--- config.mk ---
export PLATFORM = sky130hd
export DESIGN_NAME = mouse_port
export DESIGN_NICKNAME = d
export VERILOG_FILES = /design/src/rtl/mouse_port.sv
export SDC_FILE = /design/constraint.sdc
export NUM_CORES = 1
export LEC_CHECK = 0
export BUFFER_PORTS_ARGS = -buffer_cell sky130_fd_sc_hd__buf_2
export CAP_MARGIN = 20
export CORE_MARGIN = 1.5
export CORE_UTILIZATION = 36
export DETAILED_ROUTE_END_ITERATION = 6
export PLACE_DENSITY = 0.85
export SYNTH_ARGS = -nofsm -noshare
export SYNTH_HDL_FRONTEND = slang
export SYNTH_SLANG_ARGS = --single-unit
--- constraint.sdc ---
create_clock -name clk -period 1.4 [get_ports clk]
set_input_delay 0 -clock clk [delete_from_list [all_inputs] [get_ports clk]]
set_output_delay 0 -clock clk [all_outputs]
set_load 0.01 [all_outputs]
--- src/rtl/mouse_port.sv ---
// mouse_port: PS/2 mouse to joystick-port (register 177714) adapter.
// Converts mouse packets into latched direction bits, merges button levels,
// and chooses between mouse and joystick as the source shown on port_data.
// Optional build macro MOUSE_PORT_ACCUM_EN: per-axis 12-bit saturating
// accumulators so slow sub-threshold motion still produces direction steps.
module mouse_port (
  input  logic              clk,
  input  logic              reset,
  input  logic              pkt_valid,
  input  logic signed [8:0] dx,
  input  logic signed [8:0] dy,
  input  logic              left_btn,
  input  logic              right_btn,
  input  logic [7:0]        joystick,
  input  logic              port_we,
  input  logic [15:0]       port_wdata,
  output logic [15:0]       port_data,
  output logic              mouse_sel
);

  typedef enum logic {OFF = 1'b0, TRACK = 1'b1} state_t;

  state_t      state;
  state_t      state_nxt;
  logic [3:0]  dir;
  logic [3:0]  dir_nxt;
  logic        sel_nxt;
  logic [15:0] pd_nxt;
  logic        wr_clear;
  logic        pkt_take;
  logic signed [11:0] v_x;
  logic signed [11:0] v_y;
  logic [1:0]  fire_x;
  logic [1:0]  fire_y;

  // Threshold test on an axis value: {negative step, positive step}.
  function automatic logic [1:0] axis_fire(input logic signed [11:0] v);
    logic [1:0] f;
    f[0] = (v >= 12'sd4);
    f[1] = (v <= -12'sd4);
    return f;
  endfunction

`ifdef MOUSE_PORT_ACCUM_EN
  logic signed [11:0] acc_x;
  logic signed [11:0] acc_y;
  logic signed [11:0] acc_x_nxt;
  logic signed [11:0] acc_y_nxt;
  logic signed [12:0] sum_x;
  logic signed [12:0] sum_y;

  // Clamp a 13-bit sum into the 12-bit accumulator range.
  function automatic logic signed [11:0] sat12(input logic signed [12:0] s);
    logic signed [11:0] r;
    if (s > 13'sd2047)
      r = 12'sd2047;
    else if (s < -13'sd2048)
      r = $signed(12'h800);
    else
      r = $signed(s[11:0]);
    return r;
  endfunction

  // Step-adjusted accumulator update: a firing axis consumes one step of 4.
  function automatic logic signed [11:0] acc_step(input logic signed [11:0] v,
                                                  input logic             armed,
                                                  input logic [1:0]       f);
    logic signed [11:0] r;
    r = v;
    if (armed && f[0])
      r = v - 12'sd4;
    else if (armed && f[1])
      r = v + 12'sd4;
    return r;
  endfunction

  assign sum_x = $signed({acc_x[11], acc_x}) + $signed({{4{dx[8]}}, dx});
  assign sum_y = $signed({acc_y[11], acc_y}) + $signed({{4{dy[8]}}, dy});
  assign v_x   = sat12(sum_x);
  assign v_y   = sat12(sum_y);
`else
  assign v_x   = $signed({{3{dx[8]}}, dx});
  assign v_y   = $signed({{3{dy[8]}}, dy});
`endif

  assign fire_x = axis_fire(v_x);
  assign fire_y = axis_fire(v_y);

  // A write always wins over a coincident packet; OFF ignores packets.
  assign wr_clear = port_we && !port_wdata[3];
  assign pkt_take = pkt_valid && !port_we && (state == TRACK);

  // Next-state computation for mode, direction bits, source select and read data.
  always_comb begin
    state_nxt = state;
    dir_nxt   = dir;
    sel_nxt   = mouse_sel;
    if (port_we)
      state_nxt = port_wdata[3] ? TRACK : OFF;
    if (wr_clear) begin
      dir_nxt = 4'b0000;
    end else if (pkt_take) begin
      if (!dir[1] && !dir[3]) begin
        dir_nxt[1] = fire_x[0];
        dir_nxt[3] = fire_x[1];
      end
      if (!dir[0] && !dir[2]) begin
        dir_nxt[0] = fire_y[0];
        dir_nxt[2] = fire_y[1];
      end
    end
    if (joystick != 8'h00)
      sel_nxt = 1'b0;
    else if (pkt_valid)
      sel_nxt = 1'b1;
    if (sel_nxt)
      pd_nxt = {9'b0, right_btn, left_btn, 1'b0, dir_nxt};
    else
      pd_nxt = {8'b0, joystick};
  end

`ifdef MOUSE_PORT_ACCUM_EN
  // Accumulators follow every accepted packet, firing or not.
  always_comb begin
    acc_x_nxt = acc_x;
    acc_y_nxt = acc_y;
    if (wr_clear) begin
      acc_x_nxt = '0;
      acc_y_nxt = '0;
    end else if (pkt_take) begin
      acc_x_nxt = acc_step(v_x, !dir[1] && !dir[3], fire_x);
      acc_y_nxt = acc_step(v_y, !dir[0] && !dir[2], fire_y);
    end
  end

  // Accumulator registers.
  always_ff @(posedge clk) begin
    if (reset) begin
      acc_x <= '0;
      acc_y <= '0;
    end else begin
      acc_x <= acc_x_nxt;
      acc_y <= acc_y_nxt;
    end
  end
`endif

  // Mode FSM plus registered outputs; port_data is never a combinational path.
  always_ff @(posedge clk) begin
    if (reset) begin
      state     <= OFF;
      dir       <= 4'b0000;
      mouse_sel <= 1'b0;
      port_data <= 16'h0000;
    end else begin
      state     <= state_nxt;
      dir       <= dir_nxt;
      mouse_sel <= sel_nxt;
      port_data <= pd_nxt;
    end
  end

endmodule

==> results.yml <==
global_routing:
  grtUsageTotal_pct: 17.2
  gr-total-overflow: 0
  antenna_found_initial: 0
  grt_pass1_wl_mm: 2.65
  grt_max_degree: 13
  grt_pass1_vias: 629
timing:
  worst_hold_slack_ps: 8.14
  setup_viol: 0
  fin_ws_ps: 100
  rsz0062_at_grt: "false"
  skew_ps: 0.394
  hold_violations: 0
  fin_crit_ps: 1300
  post-route-period-util_pct: 92.8
  fmax_mhz: 769
  setup_tns_ps: 0
  maxSlewViolCount: 0
floorplanning:
  dieWidth_um: 47.7
  die_y_um: 47.7
  fp-row-count: 15
  initial_core_util_pct: 39.9
  io_pins: 65
  die-area_um2: 2270
  coreArea_um2: 1800
detailed_routing:
  drt_iter0_markers: 9
  ant_nets: 0
  viasPerCell: 4.95
  drt-total-wl_mm: 1.91
  drc_errors: 0
  via_count: 727
  wl_per_cell_um: 13.0
  drt_pre_antenna_iters: 4
synth:
  syn-instance-count: 76
  yosysWarningCount: 0
  ys_ff_latch: 14
  netlist_area_um2: 718
  avgSynthCellArea_um2: 9.45
  synth_cell_types: 24
  seq_area_frac_synth_pct: 39.0
cells_and_area:
  final_nets: 171
  final_cells: 147
  design_area_um2: 990
  postLayoutCoreUtil_pct: 54.9
  nFillCells: 165
  syn2layout_area_growth_pct: 37.8
  diodes: 0
  regArea_um2: 280
  drive_gt1_share_pct: 42.6
  multi_input_area_um2: 372
worst_hold_path:
  hold_class: "input port to register"
clock_network:
  root_buffer: "clkbuf_4"
  insertion_delay_ps: 270
  post_cts_buffers: 0
  clock_path_buffers: 2
  cts_tree: "built"
  htreeDepth: 1
  cts.sinks: 14
  clkSlewWorstSetupHoldPaths_ps: 80
  cts_buffers: 3
worst_setup_path:
  ff2ff_path_depth: 3
  cp-end-kind: "register"
  cp.arrival_ps: 1510
  endpoint: "port_data[3]$_SDFF_PP0_"
  timing.rr.start: "mouse_sel$_SDFF_PP0_"
  crit_type: "input port to register"
  path_max_fanout: 6
  cp.required_ps: 1610
  timing.rr.end: "port_data[6]$_SDFF_PP0_"
  r2r_slack_ps: 240
  critPathLaunch: "joystick[5]"
  cp-start-kind: "input port"
status:
  status: "completed"
place:
  dp.cells: 138
  dpl.hpwl_mm: 1.38
  io_buffers: 41
  dp_slack_ps: 269
  place_area_um2: 902
  gp_congestion: 0.752
power:
  total_power_mw: 0.850
  powerDensity_nw_per_um2: 859
  leakage_nw: 0.454
  ir_drop_mv: 0.389
flow_run:
  cap_violations: 0
cells in the final DEF, fill, tap and decap left out, drive strengths merged, types with 2 or more instances in the layout:
master	netlist	layout
nand4	3	3
dlygate4sd3	0	5
conb	1	8
nor2b	6	6
clkbuf	2	4
o2111ai	2	2
a2bb2oi	4	4
nor2	3	3
a21oi	8	8
nand2	4	4
inv	4	4
dfxtp	14	14
o211ai	2	2
buf	9	41
a22o	2	2
a2111o	2	2
nor4	4	4
cells in the mapped netlist:
| master | count | share of area [%] |
|---|---|---|
| a22o_1 | 2 | 2.4 |
| o2111ai_1 | 2 | 2.4 |
| nand2_1 | 4 | 2.1 |
| a2bb2oi_2 | 4 | 8.4 |
| and4_1 | 1 | 1.2 |
| nand4_1 | 3 | 2.6 |
| nor4_2 | 2 | 3.5 |
| conb_1 | 1 | 0.52 |
| or2_0 | 1 | 0.87 |
| nor2_1 | 3 | 1.6 |
| mux2i_1 | 1 | 1.4 |
| clkbuf_1 | 2 | 1.0 |
| nand3b_1 | 1 | 1.0 |
| o211ai_1 | 2 | 2.1 |
| and3b_1 | 1 | 1.2 |
| nor4_1 | 2 | 1.7 |
| inv_1 | 4 | 2.1 |
| dfxtp_1 | 14 | 39 |
| buf_6 | 1 | 1.6 |
| buf_4 | 8 | 8.4 |
| a2111o_1 | 2 | 3.1 |
| nor2b_1 | 6 | 5.2 |
| a21oi_1 | 8 | 5.6 |
| nand2b_1 | 1 | 0.87 |
layout make-up:
cell class / instances / share of cell area (%)
inverters: 4 / 1.52
repair buffers: 46 / 25.8
flip-flops and latches: 14 / 28.3
multi-input cells: 54 / 37.5
clock buffers: 4 / 3.67
well taps: 25 / 3.16
where the power goes:
| group | switching (mW) | total [mW] | leakage [nW] | internal, mW |
|---|---|---|---|---|
| Sequential | 0.00443 | 0.415 | 0.115 | 0.411 |
| Clock | 0.129 | 0.287 | 0.0210 | 0.158 |
| Combinational | 0.0755 | 0.147 | 0.318 | 0.0719 |
| Total | 0.209 | 0.850 | 0.454 | 0.641 |
worst min-delay path by stage:
stage                startpoint                 endpoint  slack (ps)  depth (start not counted)
global placement       left_btn  port_data[5]$_SDFF_PP0_         210                          2
global route        joystick[7]  port_data[7]$_SDFF_PP0_           8                          2
finish                  port_we       state$_SDFFE_PP0P_           8                          3
CTS                 joystick[6]  port_data[6]$_SDFF_PP0_           2                          2
floorplan             right_btn  port_data[6]$_SDFF_PP0_         120                          1
detailed placement     left_btn  port_data[5]$_SDFF_PP0_         210                          2
state kept, by name (all words and copies together), names as in the netlist:
name,count
state,1
dir,4
port_data,8
mouse_sel,1
critical path, cell delays in order:
cell           delay (ps)
dlygate4sd3_1         540
buf_2                 130
nor4_2                280
and4_2                380
a2bb2oi_2             170
repair_timing:
action | in CTS | in global routing
hold endpoints to repair | 4 | 0
hold buffers | 5 | 0
gates resized for setup | 0 | 1
endpoints found under the setup margin | 0 | 6
logic make-up (layout without fill, tap and decap cells):
group | Yosys count | in the layout | synth area share [%]
simple gates | 25 | 25 | 22.0
compound gates | 20 | 20 | 24.0
buf+inv | 15 | 54 | 13.1
flops | 14 | 14 | 39.0
other cells | 1 | 8 | 0.522
mux | 1 | 1 | 1.39
layer usage:
layer	wire [um]	global-route usage (%)	part of all wire [%]	up-vias
li1	-	-	-	354
met1	692	17.9	36	334
met2	1030	32.7	54	31
met3	103	1.13	5.4	8
met4	80	11.4	4.2	0
met5	0	0	0	-
Note: power is estimated with default switching activity, not from simulation.
